==> config.mk <==
export PLATFORM = sky130hd
export DESIGN_NAME = bias_add_stream
export DESIGN_NICKNAME = d
export VERILOG_FILES = /design/src/rtl/bias_add_pkg.sv /design/src/rtl/bias_add_stream_skid_buffer_2.sv /design/src/rtl/bias_add_stream.sv
export SDC_FILE = /design/constraint.sdc
export NUM_CORES = 1
export LEC_CHECK = 0
export ABC_CLOCK_PERIOD_IN_PS = 4700
export CAP_MARGIN = 20
export CORE_ASPECT_RATIO = 1.1
export CORE_UTILIZATION = 40
export CTS_CLUSTER_SIZE = 28
export DETAILED_ROUTE_END_ITERATION = 12
export PLACE_DENSITY = 0.67
export SLEW_MARGIN = 20
export SYNTH_ARGS = -nofsm -noshare
export SYNTH_HDL_FRONTEND = slang
export SYNTH_SLANG_ARGS = --single-unit
==> constraint.sdc <==
create_clock -name clk -period 4.7 [get_ports clk]
set_input_delay 0.47 -clock clk [delete_from_list [all_inputs] [get_ports clk]]
set_output_delay 0.47 -clock clk [all_outputs]
set_load 0.02 [all_outputs]
==> src/rtl/bias_add_pkg.sv <==
// Shared types and arithmetic helpers for the bias-add stream stage.
package bias_add_pkg;

    // Internal working width; wide enough for any realistic lane format.
    localparam int MAX_W = 64;

    typedef logic signed [MAX_W-1:0] wide_t;

    // Occupancy of the 2-entry output skid buffer.
    typedef enum logic [1:0] {
        SKID_EMPTY = 2'd0,
        SKID_ONE   = 2'd1,
        SKID_TWO   = 2'd2
    } skid_occ_e;

    function automatic int max_int(input int a, input int b);
        return (a > b) ? a : b;
    endfunction

    // Width of a value after moving it from from_frac to to_frac fractional bits.
    function automatic int aligned_width(input int w, input int from_frac, input int to_frac);
        return (to_frac > from_frac) ? w + (to_frac - from_frac) : w;
    endfunction

    // One guard bit above the wider operand, so the add can never overflow.
    function automatic int sum_width(input int a_w, input int b_w);
        return max_int(a_w, b_w) + 1;
    endfunction

    // Left shift to gain fractional bits; arithmetic right shift (toward -inf) to drop them.
    function automatic wide_t align_shift(input wide_t value, input int from_frac, input int to_frac);
        if (to_frac >= from_frac)
            return value <<< (to_frac - from_frac);
        else
            return value >>> (from_frac - to_frac);
    endfunction

    // Clamp a signed value of in_w significant bits into a signed out_w-bit range.
    function automatic wide_t sat_clip(input wide_t value, input int in_w, input int out_w);
        wide_t max_v;
        wide_t min_v;
        max_v = (wide_t'(1) <<< (out_w - 1)) - wide_t'(1);
        min_v = -max_v - wide_t'(1);
        if (in_w <= out_w)
            return value;
        if (value > max_v)
            return max_v;
        if (value < min_v)
            return min_v;
        return value;
    endfunction

endpackage

==> src/rtl/bias_add_stream_skid_buffer_2.sv <==
// Generic 2-entry valid/ready register FIFO. Accepts a new beat in the same
// cycle the head is popped even when both entries are occupied.
module skid_buffer_2
    import bias_add_pkg::*;
#(
    parameter int DATA_WIDTH = 16
) (
    input  logic                  clk,
    input  logic                  rst,
    input  logic                  in_valid_i,
    input  logic [DATA_WIDTH-1:0] in_data_i,
    output logic                  in_ready_o,
    output logic                  out_valid_o,
    output logic [DATA_WIDTH-1:0] out_data_o,
    input  logic                  out_ready_i
);

    skid_occ_e             occ_q, occ_d;
    logic [DATA_WIDTH-1:0] head_q, head_d;
    logic [DATA_WIDTH-1:0] tail_q, tail_d;
    logic                  push, pop;

    // State register: occupancy and both data entries.
    // NOTE: both entries are reset (not just occupancy) so data_out reads 0 after reset instead of stale content.
    always_ff @(posedge clk) begin
        // NOTE: sequential state uses non-blocking assignments so every flop samples pre-edge values.
        if (rst) begin
            occ_q  <= SKID_EMPTY;
            head_q <= '0;
            tail_q <= '0;
        end else begin
            occ_q  <= occ_d;
            head_q <= head_d;
            tail_q <= tail_d;
        end
    end

    // Next-state: head is always the oldest beat; tail only holds the second one.
    always_comb begin
        // NOTE: defaults first so no path leaves a variable unassigned (no latch).
        occ_d  = occ_q;
        head_d = head_q;
        tail_d = tail_q;
        push   = in_valid_i & in_ready_o;
        pop    = out_valid_o & out_ready_i;
        unique case (occ_q)
            SKID_EMPTY: begin
                if (push) begin
                    head_d = in_data_i;
                    occ_d  = SKID_ONE;
                end
            end
            SKID_ONE: begin
                if (push && pop) begin
                    head_d = in_data_i;
                end else if (push) begin
                    tail_d = in_data_i;
                    occ_d  = SKID_TWO;
                end else if (pop) begin
                    occ_d  = SKID_EMPTY;
                end
            end
            SKID_TWO: begin
                if (pop) begin
                    head_d = tail_q;
                    if (push)
                        tail_d = in_data_i;
                    else
                        occ_d = SKID_ONE;
                end
            end
            default: occ_d = SKID_EMPTY;
        endcase
    end

    // Outputs: space is computed after the pop so a full buffer still streams.
    always_comb begin
        out_valid_o = (occ_q != SKID_EMPTY);
        out_data_o  = head_q;
        in_ready_o  = (occ_q != SKID_TWO) | (out_valid_o & out_ready_i);
    end

endmodule

==> src/rtl/bias_add_stream.sv <==
// Joins the linear-core data stream with the streamed bias, adds them per lane
// with fractional alignment and saturation, and emits the result through a
// 2-entry skid buffer. Tracks the row column of the next join and a sticky
// saturation flag.
module bias_add_stream
    import bias_add_pkg::*;
#(
    parameter int DATA_IN_PRECISION_0  = 16,
    parameter int DATA_IN_PRECISION_1  = 6,
    parameter int BIAS_PRECISION_0     = 16,
    parameter int BIAS_PRECISION_1     = 3,
    parameter int DATA_OUT_PRECISION_0 = 16,
    parameter int DATA_OUT_PRECISION_1 = 6,
    parameter int PARALLELISM          = 1,
    parameter int TENSOR_SIZE_DIM_0    = 32
) (
    input  logic                                                 clk,
    input  logic                                                 rst,
    input  logic [PARALLELISM-1:0][DATA_IN_PRECISION_0-1:0]      data_in,
    input  logic                                                 data_in_valid,
    output logic                                                 data_in_ready,
    input  logic [PARALLELISM-1:0][BIAS_PRECISION_0-1:0]         bias,
    input  logic                                                 bias_valid,
    output logic                                                 bias_ready,
    output logic [PARALLELISM-1:0][DATA_OUT_PRECISION_0-1:0]     data_out,
    output logic                                                 data_out_valid,
    input  logic                                                 data_out_ready,
    output logic [$clog2(TENSOR_SIZE_DIM_0/PARALLELISM):0]       col_idx,
    output logic                                                 sat_flag
);

    localparam int DEPTH     = TENSOR_SIZE_DIM_0 / PARALLELISM;
    localparam int CW        = $clog2(DEPTH) + 1;
    localparam int BIAS_AL_W = aligned_width(BIAS_PRECISION_0, BIAS_PRECISION_1, DATA_IN_PRECISION_1);
    localparam int SUM_WIDTH = sum_width(DATA_IN_PRECISION_0, BIAS_AL_W);
    localparam int REALIGN_W = aligned_width(SUM_WIDTH, DATA_IN_PRECISION_1, DATA_OUT_PRECISION_1);
    localparam int DW        = PARALLELISM * DATA_OUT_PRECISION_0;

    logic                   space;
    logic                   fire;
    logic [DW-1:0]          lane_flat;
    logic [PARALLELISM-1:0] lane_clip;
    logic                   any_clip;
    logic [CW-1:0]          col_idx_q, col_idx_d;
    logic                   sat_flag_q;

    // Join: each side is popped only when the other is also present.
    always_comb begin
        data_in_ready = bias_valid & space & ~rst;
        bias_ready    = data_in_valid & space & ~rst;
        fire          = data_in_valid & bias_valid & space & ~rst;
        any_clip      = |lane_clip;
        col_idx_d     = (col_idx_q == CW'(DEPTH - 1)) ? '0 : col_idx_q + CW'(1);
    end

    for (genvar g = 0; g < PARALLELISM; g++) begin : g_lane
        wide_t                        din_ext, bias_al, out_al, clipped;
        logic signed [SUM_WIDTH-1:0]  sum;
        logic [DATA_OUT_PRECISION_0-1:0] res;
        logic                         clip;

        // Per-lane align, add, realign and saturate.
        always_comb begin
            din_ext = wide_t'(signed'(data_in[g]));
            bias_al = align_shift(wide_t'(signed'(bias[g])), BIAS_PRECISION_1, DATA_IN_PRECISION_1);
            sum     = SUM_WIDTH'(din_ext + bias_al);
            out_al  = align_shift(wide_t'(sum), DATA_IN_PRECISION_1, DATA_OUT_PRECISION_1);
            clipped = sat_clip(out_al, REALIGN_W, DATA_OUT_PRECISION_0);
            res     = clipped[DATA_OUT_PRECISION_0-1:0];
            clip    = (clipped != out_al);
        end

        assign lane_flat[g*DATA_OUT_PRECISION_0 +: DATA_OUT_PRECISION_0] = res;
        assign lane_clip[g] = clip;
    end

    skid_buffer_2 #(
        .DATA_WIDTH(DW)
    ) u_skid (
        .clk        (clk),
        .rst        (rst),
        .in_valid_i (fire),
        .in_data_i  (lane_flat),
        .in_ready_o (space),
        .out_valid_o(data_out_valid),
        .out_data_o (data_out),
        .out_ready_i(data_out_ready)
    );

    // Column counter advances on each join; sticky flag records any clipped lane.
    always_ff @(posedge clk) begin
        if (rst) begin
            col_idx_q  <= '0;
            sat_flag_q <= 1'b0;
        end else begin
            if (fire)
                col_idx_q <= col_idx_d;
            if (fire && any_clip)
                sat_flag_q <= 1'b1;
        end
    end

    assign col_idx  = col_idx_q;
    assign sat_flag = sat_flag_q;

endmodule

# After elaboration in Yosys (flattened, before gate mapping)
# Cells that the tools add are included.
# Widths: inputs -> output; s select.
[classes]
add_sub_neg = 2
n_lt_le_gt_ge = 2
n_eq_ne = 11
n_mux = 23
n_bitwise = 11
n_reduce_logical = 9
[op_table]
columns = ["cell", "count"]
rows = [
  ["$mux 64", 4],
  ["$mux 16", 6],
  ["$ne 64x20->1", 1],
  ["$pmux 16 s3", 1],
  ["$pmux 16 s2", 1],
  ["$add 16x19->20", 1],
  ["$gt 20x16->1 const B", 1],
  ["$lt 20x16->1 const B", 1],
  ["$mux 2", 6],
  ["$and 1x1->1", 9],
  ["$add 6x1->6 const B", 1],
  ["$eq 6x5->1 const B", 1],
  ["$mux 6", 1],
  ["$ne 2x1->1 const B", 3],
  ["$ne 2x2->1 const B", 3],
  ["$pmux 2 s3", 1],
  ["$reduce_and 5->1", 1],
  ["$reduce_and 4->1", 1],
  ["$reduce_bool 2->1", 2],
  ["$mux 1", 3],
  ["$ne 3x1->1 const B", 1],
  ["$reduce_and 3->1", 1],
  ["$reduce_bool 3->1", 1],
  ["$eq 2x1->1 const B", 1],
  ["5 further kinds", 6],
]
[word_totals]
ff_bits = 41
inputBits = 37
wordCells = 63

# Logic depth before layout (Yosys ltp)
# Gate-level depths: netlist of run 1.
[logic_depth]
word_depth = 9
mapped_depth = 17
ltp_nobuf = 16

# Hierarchy
# Synthesis of run 1 repeated with hierarchy kept, for this count alone.
[unflattened]
cells_unflattened = 355
area_unflattened_um2 = 3065.4
[modules_own_cells]
columns = ["module", "instances", "cells_per_inst", "area_each_um2", "seq_area_each_um2"]
rows = [
  ["skid_buffer_2", 1, 165, 1695.4, 680.7],
  ["bias_add_stream", 1, 190, 1370.1, 140.1],
]

# Worst setup path after synthesis of run 1
# OpenSTA, ideal clock, no wires.
[synth_timing]
path_kind = "input to register"
from = "in data_in[4] in the netlist's numbering"
to = "reg u_skid.head_q[5] (netlist: u_skid.out_data_o[5])"
setup_time_ns = 0.071
arrival_time_ns = 3.546
required_time_ns = 4.629
slack_ns = 1.083
path_stages = 15
cell_sequence = "ha_1 > a211oi_2 > o31a_4 > a211oi_4 > o311a_2 > a2111oi_2 > nand4_1 > or2_2 > ha_1 > inv_1 > clkbuf_1 > nand2_1 > nand2_1 > o221ai_1 > a21oi_1"
[synth_via]
elab_chain_len = 8
[synth_lines]
columns = ["item", "line_no", "source"]
rows = [
  ["from (decl)", "bias_add_stream.sv:19", "input logic [PARALLELISM-1:0][DATA_IN_PRECISION_0-1:0] data_in,"],
  ["$add 16x19->20 (*)", "bias_add_stream.sv:66", "sum = SUM_WIDTH'(din_ext + bias_al);"],
  ["$lt 20x16->1", "bias_add_pkg.sv:48", "if (value < min_v)"],
  ["$mux 1 (2 in series)", "bias_add_pkg.sv:48", ""],
  ["$mux 64", "bias_add_pkg.sv:50", "return value;"],
  ["$mux 64 (*)", "bias_add_pkg.sv:48", ""],
  ["$mux 16 (on tied branches)", "bias_add_stream_skid_buffer_2.sv:54, bias_add_stream_skid_buffer_2.sv:48", ""],
  ["$pmux 16 s3 (*)", "bias_add_stream_skid_buffer_2.sv:46", "unique case (occ_q)"],
  ["to (signal assigned)", "bias_add_stream_skid_buffer_2.sv:29", "head_q <= '0;"],
  ["to (signal assigned)", "bias_add_stream_skid_buffer_2.sv:33", "head_q <= head_d;"],
  ["to (decl)", "bias_add_stream_skid_buffer_2.sv:19", "logic [DATA_WIDTH-1:0] head_q, head_d;"],
]
# Every way passes the cells marked *; elsewhere a longest branch is shown, timed or not. The select of a mux whose other input is x is not followed.
# A chain may end at the register's enable or synchronous reset.

# Worst setup path after layout of run 1
[layout_timing]
from = "in data_in[3] in the netlist's numbering"
to = "reg u_skid.head_q[6] (netlist: u_skid.out_data_o[6])"
# The elaborated chain is that of the path after synthesis.

==> summary.txt, run 1 <==
Synthesis
  • Yosys reg bits: between 40 and 50
  • Count of cell types in the netlist: 61
  • Syn Nets: 418
  • Synth Instances: 357
  • Seq/Total Area, Yosys: 27.66%
  • Synth warn: 0
  • Number of synthesized flops with an enable pin: 0
  • Mapped Area: 2968 um2
  • Main flop type after synthesis: dfxtp_1
  • Synthesized area per cell: 8.313 um2
  • Async S/R FF share, synth: 0%

Route
  • Vias/cell: 5.595
  • Final wirelength: between 7 and 8 mm
  • Wire length per cell after detailed routing: 14.14 um
  • Routed Antenna Nets: 0
  • Via Count: ~2800
  • DR pass1 iterations: 8
  • Post-route DRC: 2
  • Violation count after the first detailed-routing iteration: approximately 140

STA
  • Min Hold Slack: 0.4655 ns
  • Final slew viol count: 0
  • Fin crit share: 88.39%
  • Tightest Pin Transition: 0.9344 ns
  • RSZ-0062 raised after global routing: no
  • Post-route setup slack: roughly 0.55 ns
  • # setup viols final: 0
  • Final Hold Fails: 0
  • Clock skew: 0.008406 ns
  • Tmin final: 4.154 ns
  • Slew headroom: between 30% and 40%
  • Fmax achieved: 240.7 MHz
  • Setup TNS Final: 0 ns

Die
  • Num rows: 32
  • Starting Density: between 40% and 50%
  • # IOs: 63
  • Die area: 7769 um2
  • Chip width: 84.13 um
  • Die height: 92.34 um
  • Core Region: 7087 um2

Clocking
  • Clock sinks: 41
  • PostCTS Resize Cnt: 0
  • Skew-Pair Late Insertion Delay: slightly below 0.3 ns
  • Clock Path Buffers: 2
  • Setup Buffers After CTS: 0
  • Reg clk slew, reported paths: ~0.08 ns
  • # hold bufs at CTS: 0
  • Root buf cell: clkbuf_8
  • H-Tree Depth: 2
  • TritonCTS clock tree: yes
  • Num CTS Buffers: 5

Final layout
  • Final core utilization: 52.77%
  • Post-Layout Cell Count: 496
  • Area growth, synth to finish: 26.01%
  • Reg area: 820.8 um2
  • Final #Nets: 471
  • N_diodes: 0
  • Final Cell Area: 3740 um2
  • Area occupied by multi-input gates: 2019 um2
  • Layout cells sized above 1: 9.732%
  • Layout filler cell count: 697

Pwr
  • Tot Pwr: ~1.2 mW
  • Pwr per Cell Area: approximately 320 nW/um2
  • Worst IR drop on VDD: 0.1514 mV
  • Pleak: 1.415 nW

Worst setup path
  • Required @ worst endpoint: approximately 4.9 ns
  • Crit path kind: input pin to flip-flop
  • Startpoint types: input pin
  • Crit path capture type: flip-flop
  • Critical Path AT: roughly 4.4 ns
  • Worst-path fanout max: 13

Placed design
  • I/O Buffers: 62
  • Pre-CTS setup slack: 0.2388 ns
  • Placed Area: 3620 um2
  • Dpl hpwl: 5.283 mm
  • Placed cells: 488
  • Routability congestion estimate: 0.7989

Global routing
  • Total track usage: 19.25%
  • Largest net degree at the start of global routing: 40
  • Vias in the first global route: 2761
  • First-pass GRT wire length: 12.30 mm
  • GR Overflow Total: 0
  • Initial antenna violation count: 0

Status
  • Status: finished, violations left
  • Failing checks: design-rule violations

Hold path
  • Hold Path Class: flip-flop to flip-flop

Flow run
  • MaxCap Viol Count: 0
==> cell usage in the layout, fill, tap and decap left out, types with 4 or more instances in the layout <==
master,synthesis,routed
dfxtp_1,41,41
a21oi_1,23,23
o221ai_1,6,6
a211oi_2,7,7
clkdlybuf4s50_1,0,62
inv_1,12,12
nor2_1,40,40
ha_1,23,23
nor3_1,5,5
nand4_1,7,7
a211oi_1,11,11
clkbuf_8,0,6
o21ai_0,17,17
and2_1,4,4
or2_2,5,5
xnor2_1,6,6
or4_1,4,4
a221oi_1,5,5
a21o_1,4,4
o21a_1,4,4
nand2_1,45,45
and3_1,4,4
nand2b_1,7,7
xor2_1,10,10
==> registers in the layout (all words and copies together) (netlist names) <==
signal             flops
u_skid.out_data_o     16
u_skid.tail_q         16
col_idx                6
u_skid.occ_q           2
sat_flag               1
==> critical path: stages <==
cell,delay [ns]
clkdlybuf4s50_1,0.46
ha_1,0.19
inv_1,0.06
fa_1,0.39
nand2b_1,0.18
a21oi_1,0.23
o31a_1,0.21
nor2_1,0.07
xnor2_1,0.36
nand4_1,0.18
or2_2,0.31
ha_1,0.34
inv_1,0.32
nand2_1,0.16
nand2_1,0.11
nor3_2,0.05
nor4_2,0.26
==> cells in the mapped netlist, drive strengths merged, types with 2 or more instances <==
master  instances  area, um2
a211oi         19      190.2
a21boi          2      15.01
a21o            4      30.03
a21oi          26      141.4
a221oi          5      43.79
and2            4      25.02
and3            4      25.02
buf             5      37.53
clkbuf         12      45.04
dfxtp          41      820.8
ha             23      287.8
inv            12      45.04
nand2          45      168.9
nand2b          7      43.79
nand3           3      15.01
nand4           7      43.79
nor2           40      150.1
nor2b           4      32.53
nor3            8      61.31
nor4            4      31.28
o211ai          3      27.52
o21a            4      30.03
o21ai          18      93.84
o221ai          6      52.55
o311ai          2      52.55
o31a            4      52.55
or2             6      37.54
or4             4      30.03
xnor2           6      52.55
xor2           11      103.9
==> cell families after synthesis <==
family | count (synthesis) | share of synthesized area (%)
and+or+nand+nor | 141 | 23.69
DFF | 41 | 27.66
xor gates and xnor gates | 17 | 5.270
buffers and inverters | 29 | 4.300
adders and majority gates | 24 | 10.37
AOI/OAI and AO/OA | 105 | 28.71
==> power breakdown <==
| group | total, mW | internal (mW) | switching [mW] |
|---|---|---|---|
| Combinational | 0.505 | 0.218 | 0.286 |
| Clock | 0.296 | 0.173 | 0.124 |
| Sequential | 0.409 | 0.387 | 0.0223 |
==> layer usage <==
metal | up-vias | GRT usage (%) | share of wire, %
met5 | - | 0 | 0
met4 | 0 | 7.471 | 2.3
met3 | 16 | 2.496 | 3.7
met2 | 66 | 34.49 | 50
met1 | 1294 | 23.35 | 44
li1 | 1399 | - | -
==> cell type report <==
cell class,instances,share of cell area [%]
clock buffers,6,2.208
multi-input cells,287,54.00
flip-flops and latches,41,21.95
repair buffers,63,16.79
inverters,12,1.204
clock inverters,2,1.004
well taps,85,2.844
==> path summary, 6_finish.rpt <==
check	to	slack [ns]	startpoint	depth (start not counted)
worst max-delay path	u_skid.out_data_o[6]	0.55	data_in[3]	17
worst min-delay path	u_skid.out_data_o[10]	0.47	u_skid.out_data_o[10]	2
worst max register to register	u_skid.tail_q[2]	1.55	u_skid.occ_q[0]	7
worst min register to register	u_skid.out_data_o[10]	0.47	u_skid.out_data_o[10]	2
Note: power is estimated with default switching activity, not from simulation.
==> run 2: changes to the inputs <==
--- a/config.mk
+++ b/config.mk
@@ -11,7 +11,7 @@
 export CORE_UTILIZATION = 40
 export CTS_CLUSTER_SIZE = 28
 export DETAILED_ROUTE_END_ITERATION = 12
-export PLACE_DENSITY = 0.67
+export PLACE_DENSITY = 0.76
 export SLEW_MARGIN = 20
 export SYNTH_ARGS = -nofsm -noshare
 export SYNTH_HDL_FRONTEND = slang
==> run 2 against run 1 <==
- the flow still finishes with violations (design-rule violations)
- die area did not move
- non-clock buffer count did not move
- sequential cell count did not move
- via count rose by 2.0%
- largest cell class unchanged
==> summary.txt, run 2 (synthesis results as in run 1) <==
Status
  • Failing checks: design-rule violations
  • Status: finished, violations left

Worst setup path
  • Crit path kind: input pin to flip-flop
  • Crit path capture type: flip-flop
  • Reg2reg start: u_skid.occ_q[0]
  • Worst R2R Setup Slack: 1.56 ns (about the same)
  • R2R cell count: 7 (unchanged)
  • Critical Path AT: 4.29 ns (-0.07 ns)
  • Required @ worst endpoint: 4.86 ns (-0.05 ns)
  • Startpoint types: input pin
  • Worst-path fanout max: 13 (unchanged)
  • RR Endpoint: u_skid.tail_q[7]

Hold path
  • WHS Path Cells: 2 (unchanged)
  • Hold_sp: u_skid.out_data_o[9]
  • Hold endpoint: u_skid.out_data_o[9]
  • Hold Path Class: flip-flop to flip-flop

Route
  • Violation count after the first detailed-routing iteration: 171 (+25%)
  • Wire length per cell after detailed routing: 14.42 um (+2.0%)
  • Final wirelength: 7.150 mm (+2.0%)
  • Post-route DRC: 10 (+8)
  • Routed Antenna Nets: 0 (unchanged)
  • Vias/cell: 5.706 (+2.0%)
  • Via Count: 2830 (+2.0%)
  • DR pass1 iterations: 8 (unchanged)

STA
  • # setup viols final: 0 (unchanged)
  • Final slew viol count: 0 (unchanged)
  • Fin crit share: 87.94% (-0.45 points)
  • Tmin final: 4.133 ns (-0.02115 ns)
  • RSZ-0062 raised after global routing: no
  • Final Hold Fails: 0 (unchanged)
  • Tightest Pin Transition: 0.8921 ns (-0.04223 ns)
  • Clock skew: 0.009328 ns (+0.0009216 ns)
  • Fmax achieved: 241.9 MHz (+0.51%)
  • Slew headroom: 40.35% (+2.8 points)
  • Setup TNS Final: 0 ns (unchanged)

Pwr
  • Worst IR drop on VDD: 0.1094 mV (-28%)
  • Pleak: 1.415 nW (unchanged)
  • Pwr per Cell Area: 325.0 nW/um2 (+0.41%)
  • Tot Pwr: 1.215 mW (+0.41%)

Placed design
  • Routability congestion estimate: 0.8369 (+4.8%)
  • Placed cells: 488 (unchanged)
  • I/O Buffers: 62 (unchanged)
  • Dpl hpwl: 5.411 mm (+2.4%)

Final layout
  • Final core utilization: 52.77% (unchanged)
  • Area growth, synth to finish: 26.01% (unchanged)
  • Layout cells sized above 1: 9.732% (unchanged)
  • Final #Nets: 471 (unchanged)
  • N_diodes: 0 (unchanged)
  • Most common cell after layout, fill and taps aside: clkdlybuf4s50_1
  • Most frequent cells in the layout: clkdlybuf4s50_1 (62), nand2_1 (45), dfxtp_1 (41), nor2_1 (40)
  • Post-Layout Cell Count: 496 (unchanged)

Global routing
  • Initial antenna violation count: 0 (unchanged)
  • First-pass GRT wire length: 11.85 mm (-3.6%)
  • Total track usage: 18.53% (-0.72 points)
  • Vias in the first global route: 2675 (-3.1%)
  • Largest net degree at the start of global routing: 41 (+2.5%)
  • GR Overflow Total: 0 (unchanged)

Clocking
  • Reg clk slew, reported paths: 0.07 ns (about the same)
  • Num CTS Buffers: 5 (unchanged)
  • TritonCTS clock tree: yes
  • Clock sinks: 41 (unchanged)
  • Root buf cell: clkbuf_8
  • Clock Path Buffers: 2 (unchanged)
  • # hold bufs at CTS: 0 (unchanged)
  • H-Tree Depth: 2 (unchanged)
  • Setup Buffers After CTS: 0 (unchanged)
  • PostCTS Resize Cnt: 0 (unchanged)
  • Skew-Pair Late Insertion Delay: 0.29 ns (about the same)

Die
  • Starting Density: 41.88% (unchanged)
  • Core Region: 7087 um2 (unchanged)
  • Num rows: 32 (unchanged)
  • # IOs: 63 (unchanged)
  • Die height: 92.34 um (unchanged)
  • Die area: 7769 um2 (unchanged)
  • Chip width: 84.13 um (unchanged)

Flow run
  • MaxCap Viol Count: 0 (unchanged)
-- run 2: per-stage QoR --
| stage | worst slack, ns | hold slack, ns | instance area [um2] |
|---|---|---|---|
| finish | 0.5668 | 0.4610 | 3740 |
| global placement | 0.4482 | 0.4518 | 3620 |
| detailed placement | 0.2941 | 0.4543 | 3620 |
| global route | 0.2866 | 0.4853 | 3740 |
| CTS | 0.5893 | 0.4652 | 3740 |
| floorplan | 1.083 | 0.4635 | 2968 |
-- run 2: how the worst max path moves through the flow --
stage               startpoint                    to  slack (ns)  depth (start not counted)
floorplan           data_in[4]  u_skid.out_data_o[5]        1.08                         15
finish              data_in[4]  u_skid.out_data_o[9]        0.57                         14
global placement    data_in[4]  u_skid.out_data_o[6]        0.45                         15
global route        data_in[3]  u_skid.out_data_o[6]        0.29                         17
CTS                 data_in[3]  u_skid.out_data_o[9]        0.59                         16
detailed placement  data_in[4]  u_skid.out_data_o[9]        0.29                         14
-- run 2: critical path, cell delays in order --
cell and delay (ns):
clkdlybuf4s50_1 0.42, ha_1 0.31, a211oi_2 0.32, o31a_4 0.24, a211oi_4 0.08, o311a_2 0.40
a2111oi_2 0.37, nand4_1 0.16, or2_2 0.30, ha_1 0.38, inv_1 0.22, a21o_1 0.22
o221ai_1 0.30, a21oi_1 0.11
-- run 2: final cells by class --
| cell class | count | area [um2] |
|---|---|---|
| clock inverter | 2 | 37.54 |
| sequential | 41 | 820.8 |
| tap | 85 | 106.4 |
| clock buffer | 6 | 82.58 |
| inverter | 12 | 45.04 |
| fill | 673 | 3347 |
| timing repair buffer | 63 | 628.1 |
| multi-input combinational | 287 | 2019 |
-- run 2: routing by layer --
layer	global-route usage, %	part of all wire [%]	vias up	wire length, um
met5	0	0	-	0
met4	7.040	2.7	0	191
met3	2.228	3.4	12	243
met2	34.15	51	69	3652
met1	21.88	43	1346	3062
li1	-	-	1403	-
-- run 2: power by group --
part | internal [mW] | total [mW] | switching [mW]
Clock | 0.173 | 0.297 | 0.124
Sequential | 0.387 | 0.410 | 0.0233
Combinational | 0.218 | 0.508 | 0.290
Total | 0.778 | 1.22 | 0.437
==> run 3: changes to the inputs <==
--- a/config.mk
+++ b/config.mk
@@ -5,7 +5,7 @@
 export SDC_FILE = /design/constraint.sdc
 export NUM_CORES = 1
 export LEC_CHECK = 0
-export ABC_CLOCK_PERIOD_IN_PS = 4700
+export ABC_CLOCK_PERIOD_IN_PS = 5400
 export CAP_MARGIN = 20
 export CORE_ASPECT_RATIO = 1.1
 export CORE_UTILIZATION = 40
==> constraint.sdc (replaced) <==
create_clock -name clk -period 5.4 [get_ports clk]
set_input_delay 0.54 -clock clk [delete_from_list [all_inputs] [get_ports clk]]
set_output_delay 0.54 -clock clk [all_outputs]
set_load 0.02 [all_outputs]
==> run 3 against run 2 <==
- the flow still finishes with violations (design-rule violations)
- combinational power down 13%
- final cell count unchanged
- cell area up 0.37%
- sequential power down 13%
==> summary.txt, run 3 (synthesis results as in run 1) <==
Pwr
  • Pleak: 1.425 nW (+0.76%)
  • Worst IR drop on VDD: 0.1244 mV (+14%)
  • Tot Pwr: 1.090 mW (-10%)
  • Pwr per Cell Area: 290.4 nW/um2 (-11%)
  • Gate power share: 40.6% (-1.2 points)
  • Sequential power share: 32.8% (-1.0 points)
  • Net Sw Power: 0.3796 mW (-13%)
  • Pint: 0.7106 mW (-8.7%)
  • Clock power frac: 26.6% (+2.1 points)
  • Switching Fraction: 34.82% (-1.2 points)

Global routing
  • Met3 Track Usage GR: 2.139% (-0.089 points)
  • Largest net degree at the start of global routing: 41 (unchanged)
  • Met2 Resource Use GR: 35.25% (+1.1 points)
  • GR Layer Usage met1: 22.22% (+0.34 points)
  • First-pass GRT wire length: 12.08 mm (+1.9%)
  • GR Overflow Total: 0 (unchanged)
  • Vias in the first global route: 2664 (-0.41%)
  • Most crowded layer after global routing: met2
  • Initial antenna violation count: 0 (unchanged)
  • Total track usage: 18.74% (+0.22 points)

Route
  • Post-route DRC: 10 (unchanged)
  • Routed Antenna Nets: 0 (unchanged)
  • Wire length per cell after detailed routing: 14.48 um (+0.45%)
  • Violation count after the first detailed-routing iteration: 143 (-16%)
  • Final wirelength: 7.182 mm (+0.45%)
  • DR pass1 iterations: 8 (unchanged)
  • Vias/cell: 5.613 (-1.6%)
  • Via Count: 2784 (-1.6%)

Final layout
  • Most common cell after layout, fill and taps aside: clkdlybuf4s50_1
  • Layout cells sized above 1: 9.732% (unchanged)
  • Final Cell Area: 3754 um2 (+0.37%)
  • Layout filler cell count: 666 (-1.0%)
  • N_diodes: 0 (unchanged)
  • Final #Nets: 471 (unchanged)
  • Area growth, synth to finish: 26.48%
  • Most frequent cells in the layout: clkdlybuf4s50_1 (62), nand2_1 (45), dfxtp_1 (41), nor2_1 (40)

Status
  • Failing checks: design-rule violations
  • Status: finished, violations left

Worst setup path
  • Critical Path AT: 4.42 ns (+0.13 ns)
  • CP cell instances: clkdlybuf4s50_1 > ha_1 > a211oi_2 > o31a_4 > a211oi_4 > o311a_2 > a2111oi_2 > nand4_1 > or2_2 > ha_1 > inv_1 > nand2_1 > nand2_1 > nor3_2 > nor4_2
  • Worst R2R Setup Slack: 2.22 ns (+0.66 ns)
  • Worst path slowest cell: clkdlybuf4s50_1
  • R2R cell count: 7 (unchanged)
  • Crit path kind: input pin to flip-flop
  • Worst-path fanout max: 13 (unchanged)
  • Startpoint types: input pin
  • Required @ worst endpoint: 5.61 ns (+0.75 ns)
  • Crit path capture type: flip-flop
  • WP buf/inv: 2 (unchanged)
  • Reg2reg start: u_skid.occ_q[0]
  • Worst stage delay on the critical path: 0.42 ns (about the same)
  • RR Endpoint: u_skid.tail_q[0]
  • Cell family contributing the most delay on the critical path: compound AO/OA/AOI/OAI gates

STA
  • Tightest Pin Transition: 0.8768 ns (-0.01534 ns)
  • Fmax achieved: 237.4 MHz
  • Final slew viol count: 0 (unchanged)
  • Clock skew: 0.003268 ns (-0.006060 ns)
  • Min Hold Slack: 0.4664 ns (+0.005412 ns)
  • Post-route setup slack: 1.188 ns (+0.6215 ns)
  • Slew headroom: 41.37% (+1.0 points)
  • Tmin final: 4.212 ns
  • RSZ-0062 raised after global routing: no
  • Setup TNS Final: 0 ns (unchanged)
  • # setup viols final: 0 (unchanged)
  • Fin crit share: between 70 and 80%
  • Final Hold Fails: 0 (unchanged)

Die
  • Chip width: 84.13 um (unchanged)
  • Starting Density: 41.88% (unchanged)
  • # IOs: 63 (unchanged)
  • Core Region: 7087 um2 (unchanged)
  • Die area: 7769 um2 (unchanged)
  • Die height: 92.34 um (unchanged)
  • Num rows: 32 (unchanged)

Clocking
  • # hold bufs at CTS: 0 (unchanged)
  • Skew-Pair Late Insertion Delay: 0.29 ns (about the same)
  • TritonCTS clock tree: yes
  • H-Tree Depth: 2 (unchanged)
  • Clock Path Buffers: 2 (unchanged)
  • Clock sinks: 41 (unchanged)
  • Root buf cell: clkbuf_8
  • PostCTS Resize Cnt: 0 (unchanged)
  • Reg clk slew, reported paths: 0.08 ns (about the same)
  • Setup Buffers After CTS: 0 (unchanged)
  • Num CTS Buffers: 5 (unchanged)

Placed design
  • Dpl hpwl: 5.459 mm (+0.89%)
  • I/O Buffers: 62 (unchanged)
  • Pre-CTS setup slack: 0.8977 ns (+0.6036 ns)
  • Routability congestion estimate: 0.8362 (about the same)
  • Placed Area: 3620 um2 (unchanged)

Hold path
  • Hold Path Class: flip-flop to flip-flop
  • Hold_sp: u_skid.out_data_o[9]
  • Hold endpoint: u_skid.out_data_o[9]
  • WHS Path Cells: 2 (unchanged)

Flow run
  • MaxCap Viol Count: 0 (unchanged)
[run 3: worst reg2reg max path: stages (launching register included)]
cell	delay [ns]
dfxtp_1	0.42
inv_1	0.10
ha_1	0.41
a21oi_1	0.29
and3_1	0.42
and3_1	0.71
nor2b_4	0.55
a211oi_1	0.15
[run 3: routing by layer]
metal | share of wire [%] | vias to the layer above
li1 | - | 1409
met1 | 43 | 1292
met2 | 53 | 75
met3 | 3.4 | 8
met4 | 0.91 | 0
met5 | 0 | -
[run 3: final cells by class]
class	instances	area, um2	area share [%]
sequential	41	820.8	21.87
timing repair buffer	63	628.1	16.73
tap	85	106.4	2.833
multi-input combinational	287	2019	53.80
inverter	12	45.04	1.200
clock inverter	3	65.06	1.733
clock buffer	5	68.82	1.833
[run 3: worst max-delay path by stage]
stage	slack (ns)	end	start	cells past startpoint
after floorplan	1.71	u_skid.out_data_o[5]	data_in[4]	15
final	1.19	u_skid.out_data_o[6]	data_in[4]	15
after CTS	1.21	u_skid.out_data_o[6]	data_in[4]	15
after global placement	1.08	u_skid.out_data_o[6]	data_in[4]	15
after detailed placement	0.90	u_skid.out_data_o[9]	data_in[4]	14
after global routing	0.88	u_skid.out_data_o[6]	data_in[3]	17
[run 3: power groups by stage]
stage | Sequential (mW) | Clock, mW | Combinational, mW
finish | 0.357 | 0.290 | 0.443
global route | 0.361 | 0.306 | 0.480
CTS | 0.358 | 0.295 | 0.442
detailed placement | 0.365 | 0 | 0.440
global placement | 0.364 | 0 | 0.430
floorplan | 0.396 | 0 | 0.262
[run 3: per-stage QoR]
stage,instances,utilization [%]
after floorplan,357,-
after global placement,488,51.08
after detailed placement,488,51.08
after CTS,496,52.97
after global routing,496,52.97
final,496,52.97
